$ cat config.mk
export PLATFORM = sky130hd
export DESIGN_NAME = acumulador_param
export DESIGN_NICKNAME = d
export VERILOG_FILES = /design/src/rtl/acumulador_param.sv
export SDC_FILE = /design/constraint.sdc
export NUM_CORES = 1
export LEC_CHECK = 0
export CAP_MARGIN = 5
export CORE_MARGIN = 2
export CORE_UTILIZATION = 47
export DETAILED_ROUTE_END_ITERATION = 10
export GPL_TIMING_DRIVEN = 0
export PLACE_DENSITY_LB_ADDON = 0.12
export SLEW_MARGIN = 15
export SYNTH_ARGS = -nofsm -noshare
export SYNTH_HDL_FRONTEND = slang
export SYNTH_SLANG_ARGS = --single-unit
$ cat constraint.sdc
create_clock -name clk -period 2.8 [get_ports clk]
set_input_delay 0.28 -clock clk [delete_from_list [all_inputs] [get_ports clk]]
set_output_delay 0.28 -clock clk [all_outputs]
set_load 0.05 [all_outputs]
$ cat src/rtl/acumulador_param.sv
// Coin-credit accumulator for a vending machine: accepts coins, vends, refunds.
// Optional inactivity refund is compiled in when ACUMULADOR_TIMEOUT_EN is defined.
module acumulador_param #(
    parameter int W              = 8,
    parameter int MAX_CREDIT     = 8,
    parameter int VAL1           = 1,
    parameter int VAL2           = 2,
    parameter int VAL3           = 4,
    parameter int TIMEOUT_CYCLES = 1000
) (
    input  logic         clk,
    input  logic         reset,
    input  logic [1:0]   valorMoeda,
    input  logic         moedaValida,
    input  logic [W-1:0] preco,
    input  logic         compra,
    input  logic         cancela,
    output logic [W-1:0] valorAcumulado,
    output logic         liberaProduto,
    output logic [W-1:0] troco,
    output logic         trocoValido,
    output logic         moedaRejeitada,
    output logic         tempoEsgotado
);

    if (TIMEOUT_CYCLES < 2 || MAX_CREDIT >= (1 << W)) begin : g_bad_params
        $error("acumulador_param: illegal TIMEOUT_CYCLES or MAX_CREDIT");
    end

    typedef enum logic [1:0] {
        IDLE   = 2'd0,
        ACUM   = 2'd1,
        VEND   = 2'd2,
        REFUND = 2'd3
    } state_t;

    localparam logic [W:0] V1    = (W+1)'(VAL1);
    localparam logic [W:0] V2    = (W+1)'(VAL2);
    localparam logic [W:0] V3    = (W+1)'(VAL3);
    localparam logic [W:0] MAX_C = (W+1)'(MAX_CREDIT);

    state_t         state_q, state_d;
    logic [W-1:0]   credit_q, credit_d;
    logic [W-1:0]   troco_q, troco_d;
    logic           libera_q, libera_d;
    logic           troco_valido_q, troco_valido_d;
    logic           rejeitada_q, rejeitada_d;
    logic           esgotado_q, esgotado_d;

    logic [W:0]     coin_val;
    logic [W:0]     coin_sum;
    logic           coin_present;
    logic           coin_fits;
    logic           buy_ok;
    logic           timeout_hit;

`ifdef ACUMULADOR_TIMEOUT_EN
    localparam int            CW    = (TIMEOUT_CYCLES > 2) ? $clog2(TIMEOUT_CYCLES) : 1;
    localparam logic [CW-1:0] LIMIT = CW'(TIMEOUT_CYCLES - 1);

    logic [CW-1:0] cnt_q, cnt_d;

    assign timeout_hit = (cnt_q == LIMIT);
`else
    assign timeout_hit = 1'b0;
`endif

    always_comb begin
        case (valorMoeda)
            2'b01:   coin_val = V1;
            2'b10:   coin_val = V2;
            2'b11:   coin_val = V3;
            default: coin_val = '0;
        endcase
    end

    assign coin_present = moedaValida && (valorMoeda != 2'b00);
    assign coin_sum     = {1'b0, credit_q} + coin_val;
    assign coin_fits    = (coin_sum <= MAX_C);
    assign buy_ok       = (credit_q >= preco);

    always_comb begin
        state_d        = state_q;
        credit_d       = credit_q;
        troco_d        = '0;
        libera_d       = 1'b0;
        troco_valido_d = 1'b0;
        rejeitada_d    = 1'b0;
        esgotado_d     = 1'b0;
`ifdef ACUMULADOR_TIMEOUT_EN
        cnt_d          = '0;
`endif
        case (state_q)
            IDLE: begin
                if (coin_present) begin
                    if (coin_fits) begin
                        credit_d = coin_sum[W-1:0];
                        state_d  = ACUM;
                    end else begin
                        rejeitada_d = 1'b1;
                    end
                end
            end
            ACUM: begin
                // Priority: cancela > effective compra > coin > timeout.
                // An underfunded compra does not block a coin in the same cycle.
                if (cancela) begin
                    state_d        = REFUND;
                    troco_d        = credit_q;
                    troco_valido_d = 1'b1;
                    credit_d       = '0;
                    rejeitada_d    = coin_present;
                end else if (compra && buy_ok) begin
                    state_d        = VEND;
                    troco_d        = credit_q - preco;
                    troco_valido_d = 1'b1;
                    libera_d       = 1'b1;
                    credit_d       = '0;
                    rejeitada_d    = coin_present;
                end else if (coin_present && coin_fits) begin
                    credit_d = coin_sum[W-1:0];
                end else begin
                    rejeitada_d = coin_present;
                    if (timeout_hit) begin
                        state_d        = REFUND;
                        troco_d        = credit_q;
                        troco_valido_d = 1'b1;
                        esgotado_d     = 1'b1;
                        credit_d       = '0;
                    end else begin
`ifdef ACUMULADOR_TIMEOUT_EN
                        cnt_d = cnt_q + CW'(1);
`endif
                    end
                end
            end
            VEND, REFUND: begin
                state_d     = IDLE;
                credit_d    = '0;
                rejeitada_d = coin_present;
            end
            default: begin
                state_d  = IDLE;
                credit_d = '0;
            end
        endcase
    end

    always_ff @(posedge clk or negedge reset) begin
        if (!reset) begin
            state_q        <= IDLE;
            credit_q       <= '0;
            troco_q        <= '0;
            libera_q       <= 1'b0;
            troco_valido_q <= 1'b0;
            rejeitada_q    <= 1'b0;
            esgotado_q     <= 1'b0;
`ifdef ACUMULADOR_TIMEOUT_EN
            cnt_q          <= '0;
`endif
        end else begin
            state_q        <= state_d;
            credit_q       <= credit_d;
            troco_q        <= troco_d;
            libera_q       <= libera_d;
            troco_valido_q <= troco_valido_d;
            rejeitada_q    <= rejeitada_d;
            esgotado_q     <= esgotado_d;
`ifdef ACUMULADOR_TIMEOUT_EN
            cnt_q          <= cnt_d;
`endif
        end
    end

    assign valorAcumulado = credit_q;
    assign troco          = troco_q;
    assign liberaProduto  = libera_q;
    assign trocoValido    = troco_valido_q;
    assign moedaRejeitada = rejeitada_q;
    assign tempoEsgotado  = esgotado_q;

endmodule

**Word level (Yosys, flattened, before mapping)**

Cells that the tools add are included.

- Add/subtract/negate cells: 2
- Equal/unequal tests: 10
- Reductions and logical operators: 8
- Order comparisons: 2
- Multiplexer cells: 26

Operators by type and width:

| cell | number |
|---|---|
| two-way mux 8 bit | 8 |
| case mux 8 bit (3 select lines) | 1 |
| two-way mux 1 bit | 10 |
| adder 8 x 9 -> 9 bit | 1 |
| <= comparator 9 x 4 -> 1 bit (second input constant) | 1 |
| case mux 3 bit (3 select lines) | 1 |
| == test 2 bit (second input constant) | 4 |
| >= comparator 8 bit | 1 |
| two-way mux 2 bit | 4 |
| subtractor 8 bit | 1 |
| case mux 2 bit (3 select lines) | 1 |
| AND reduction 3 bit | 2 |
| == test 2 x 1 -> 1 bit (second input constant) | 2 |
| inequality test 2 bit (second input constant) | 2 |
| inequality test 4 bit (second input constant) | 1 |
| logical AND 1 bit | 3 |
| inequality test 3 bit (second input constant) | 1 |
| case mux 1 bit (3 select lines) | 1 |
| zero test 2 bit | 1 |
| nonzero test 2 bit | 1 |
| OR reduction 2 bit | 1 |

- Input bits: 15
- Register bits: 21
- Word-level logic and storage cells: 54
- Output and inout port bits: 20

**Logic depth before layout (Yosys ltp)**

- Word-level depth: 9
- Gate-level depth with buffers: 10
- Depth with buffers taken out: 10

**Worst setup path after synthesis**

OpenSTA, ideal clock, no wires.

- Path type: flip-flop to flip-flop
- Start: register credit_q[0], in the netlist valorAcumulado[0]
- End: register credit_q[3], in the netlist valorAcumulado[3]
- Setup time: 0.077 ns
- Slack: -0.090 ns
- Period minus slack after synthesis: 2.890 ns
- Arrival time: 2.812 ns
- Data required time: 2.723 ns
- Stages on the path, launching flop included: 10
- Path buffers: 0
- Path through: dfrtp_1 > ha_1 > inv_1 > fa_1 > xnor2_1 > nor3_2 > a22oi_2 > a2111o_1 > or4_1 > a21oi_1

- Word-level cells in the longest chain between the ends: 5
- Elaborated cells on any way between the ends: 14
- Those cells by class: 1 x add/sub; 2 x order compare; 2 x eq/ne; 6 x mux; 3 x reduce/logical

Ends and longest elaborated chain:

| what | line | source |
|---|---|---|
| from (decl) | 43 | `logic [W-1:0] credit_q, credit_d;` |
| from (signal assigned) | 163 | `credit_q <= credit_d;` |
| adder 8 x 9 -> 9 bit / >= comparator 8 bit (equally long branches) | 78, 80 |  |
| <= comparator 9 x 4 -> 1 bit (tied with other cells) | 79 | `assign coin_fits = (coin_sum <= MAX_C);` |
| logical AND 1 bit / two-way mux 8 bit (equally long branches) | 120, 113 |  |
| inequality test 4 bit (no line) / two-way mux 8 bit (equally long branches) | n/a |  |
| AND reduction 3 bit (no line) / case mux 8 bit (3 select lines) (equally long branches) | n/a |  |

Several ways; a longest one is shown, not always the timed one. The select of a mux whose other input is x is not followed.
A chain may end at the register's enable or synchronous reset.

**Final worst setup path**

Ends and elaborated chain as after synthesis.

==> summary.md <==
| Metric | Value |
|---|---|
| Mux contribution to synthesized area | `0.7306%` |
| HPWL after DPL | `2458 µm` |
| Peak VDD IR | `0.0004942 V` |
| GPL Wtd Cong | `0.8872` |
| Sequential area share after synthesis | `38.36%` |
| Hold Vio Cnt, Final | `0` |
| Synth Area in Compound Gates | `23.93%` |
| Reg clk slew, reported paths | `0.11 ns` |
| P_leak | `0.8687 nW` |
| Post-DP Area | `1742 µm²` |
| Drt wl/cell | `14.69 µm` |
| Grt total ovfl | `0` |
| Part of the cycle the worst path needs | `95.06%` |
| Crit path required time | `3.03 ns` |
| Pre-antenna DRT Iters | `4` |
| Max Clk Rate | `375.7 MHz` |
| GRT Overall Usage | `19.95%` |
| Vias | `1,189` |
| Pwr Density | `560.9 nW/µm²` |
| Clk_skew | `0.001154 ns` |
| Largest family of logic cells by synthesized area | `compound AO/OA/AOI/OAI gates` |
| Row count | `19` |
| Mapped Nets | `168` |
| DRC viols | `0` |
| Post-Synth Simple-Gate Area | `16.16%` |
| Crit path kind | `flop to flop` |
| Net count reported at finish | `210` |
| Final setup violation count | `0` |
| Die Height | `57.99 µm` |
| Critical path's largest stage delay | `0.51 ns` |
| Yosys reg bits | `21` |
| Number of buffers added on ports | `33` |
| Final non-filler cell area | `1815 µm²` |
| Routed Antenna Nets | `0` |
| Worst Path Arrival | `2.89 ns` |
| Num ports | `35` |
| Synth Flop Type | `dfrtp_1` |
| Period minus WS final | `2.662 ns` |
| Clock sink count | `21` |
| Hold buffers post-CTS | `0` |
| Hold Crit Class | `input pin to async pin` |
| Antenna Cells | `0` |
| Cell Count Post-Placement | `204` |
| Vias/cell | `5.608` |
| Antenna violations before repair | `0` |
| RSZ-0062 raised after global routing | `false` |
| Worst setup SP type | `flop` |
| Max-Cap Viols | `0` |
| Worst slew pin tran | `0.8902 ns` |
| Worst Path Max Fanout | `5` |
| Post-synthesis cell type count | `43` |
| Pin count of the biggest net entering global routing | `22` |
| XOR/XNOR Fraction of Synth Area | `3.196%` |
| Adder-cell share of the synthesized area | `12.97%` |
| Clock tree buffer depth | `2` |
| Total core area | `2758 µm²` |
| Ys Warns | `0` |
| Vias in the first global route | `1,104` |
| DR iter-0 viols | `23` |
| Crit-path slowest cell | `or4_1` |
| Area Growth Syn to Fin | `32.51%` |
| Asr flop ratio synth | `100.0%` |
| First-pass GRT wire length | `5078 µm` |
| Rel. slew slack | `40.47%` |
| Commonest cells after routing, fill and taps aside | `clkdlybuf4s50_1 (31), dfrtp_1 (19), inv_1 (13), a21oi_1 (10), ha_1 (10)` |
| Area of the mapped netlist | `1370 µm²` |
| Die Area | `3363 µm²` |
| Number of synthesized flops with an enable pin | `0` |
| Htree depth | `1` |
| Die X | `57.99 µm` |
| Share of cells above drive strength 1 | `11.05%` |
| Worst-Skew Late Latency | `0.29 ns` |
| CTS tree | `built` |
| Most common cell after layout, fill and taps aside | `clkdlybuf4s50_1` |
| Initial core utilization | `49.68%` |
| WL final | `3114 µm` |
| Cell count after synthesis | `140` |
| Outcome | `completed` |
| Num CTS Buffers | `3` |
| Crit end category | `flop` |
| Root Driver | `clkbuf_4` |
| Max Slew Vio Count | `0` |
| CP cell instances | `ha_2 -> inv_1 -> fa_2 -> xnor2_1 -> nor3_2 -> a22oi_2 -> a2111o_1 -> or4_1 -> a21oi_2` |
| Syn_area_per_cell | `9.786 µm²` |
| Non-Filler Instances | `212` |
## metal layers
metal  GRT usage (%)  wire length (µm)
met3           1.339                65
met4           7.973                38
met5               0                 0
met1           26.78              1480
met2           33.60              1529
## layout make-up
cell class,count,area [µm²]
clock buffer,4,26.28
inverter,13,48.80
tap,31,38.79
multi-input combinational,104,797.0
timing repair buffer,37,365.4
buffer,2,11.26
fill,237,942.2
sequential,21,528.0
## timing repair
action / 4_1_cts / 5_1_grt
setup buffers: 1 / 3
pin swaps: 1 / 1
gates resized for setup: 1 / 6
setup endpoints to repair: 6 / 6
hold endpoints to repair: 0 / 0
## sequential cells by signal (all words and copies together) (netlist names)
signal,cells
valorAcumulado,8
state_q,2
moedaRejeitada,1
liberaProduto,1
trocoValido,1
troco,8
## cells in the mapped netlist (2+ instances only)
library cell	count	area, µm²
dfrtp_1	21	525.5
a21o_1	2	15.01
xor2_1	2	17.52
nand3_1	5	25.02
and2_1	4	25.02
o21a_1	3	22.52
xnor2_1	3	26.28
nor2_1	7	26.28
fa_1	2	40.04
o21ai_0	8	40.04
o21bai_1	3	22.52
a22o_1	7	61.31
inv_1	13	48.80
ha_1	11	137.6
nor3b_1	2	15.01
nor2b_1	5	31.28
nand2_1	4	15.01
a21oi_1	11	55.05
or3_1	3	18.77
## power by group
part	switching (W)	internal, W	leakage [nW]
Clock	0.0000838	0.0000554	0.0150
Combinational	0.000282	0.000202	0.569
Sequential	0.0000541	0.000342	0.284
## cells by family after synthesis
group / Yosys count
compound gates: 46
xor+xnor: 5
fa+ha+maj: 13
buf+inv: 15
flops: 21
mux: 1
other cells: 1
simple gates: 38
## worst max-delay path: cells and delay by family, from the launching register on
family / cells / cell delay, ns
fa+ha+maj: 2 / 0.57
simple gates: 2 / 0.65
buf+inv: 1 / 0.05
compound gates: 3 / 0.72
xor+xnor: 1 / 0.18
flops: 1 / 0.43
## path summary, 6_finish.rpt
path	from	to	slack, ns	depth (start not counted)
worst max-delay path	valorAcumulado[0]	valorAcumulado[3]	0.14	9
worst min-delay path	reset	troco[4]	0.48	1
worst max register to register	valorAcumulado[0]	valorAcumulado[3]	0.14	9
worst min register to register	state_q[1]	state_q[0]	0.59	1
max in group asynchronous	reset	valorAcumulado[1]	1.72	1
min in group clk	valorMoeda[0]	valorAcumulado[2]	0.51	4
## per-stage QoR
step / setup TNS, ns / hold WS, ns / utilization (%) / worst slack, ns / total power (W)
after detailed placement: -2.464 / 0.5603 / 63.16 / -0.4716 / 0.0008675
after floorplan: 0 / -0.01559 / - / 0.07397 / 0.0007143
after CTS: -0.09783 / 0.5077 / 64.43 / -0.09783 / 0.001008
after global placement: -1.992 / 0.5385 / 63.16 / -0.4053 / 0.0008520
final: 0 / 0.4797 / 65.83 / 0.1384 / 0.001018
after global routing: 0 / 0.5319 / 65.83 / 0.03003 / 0.001076
Note: power is estimated with default switching activity, not from simulation.
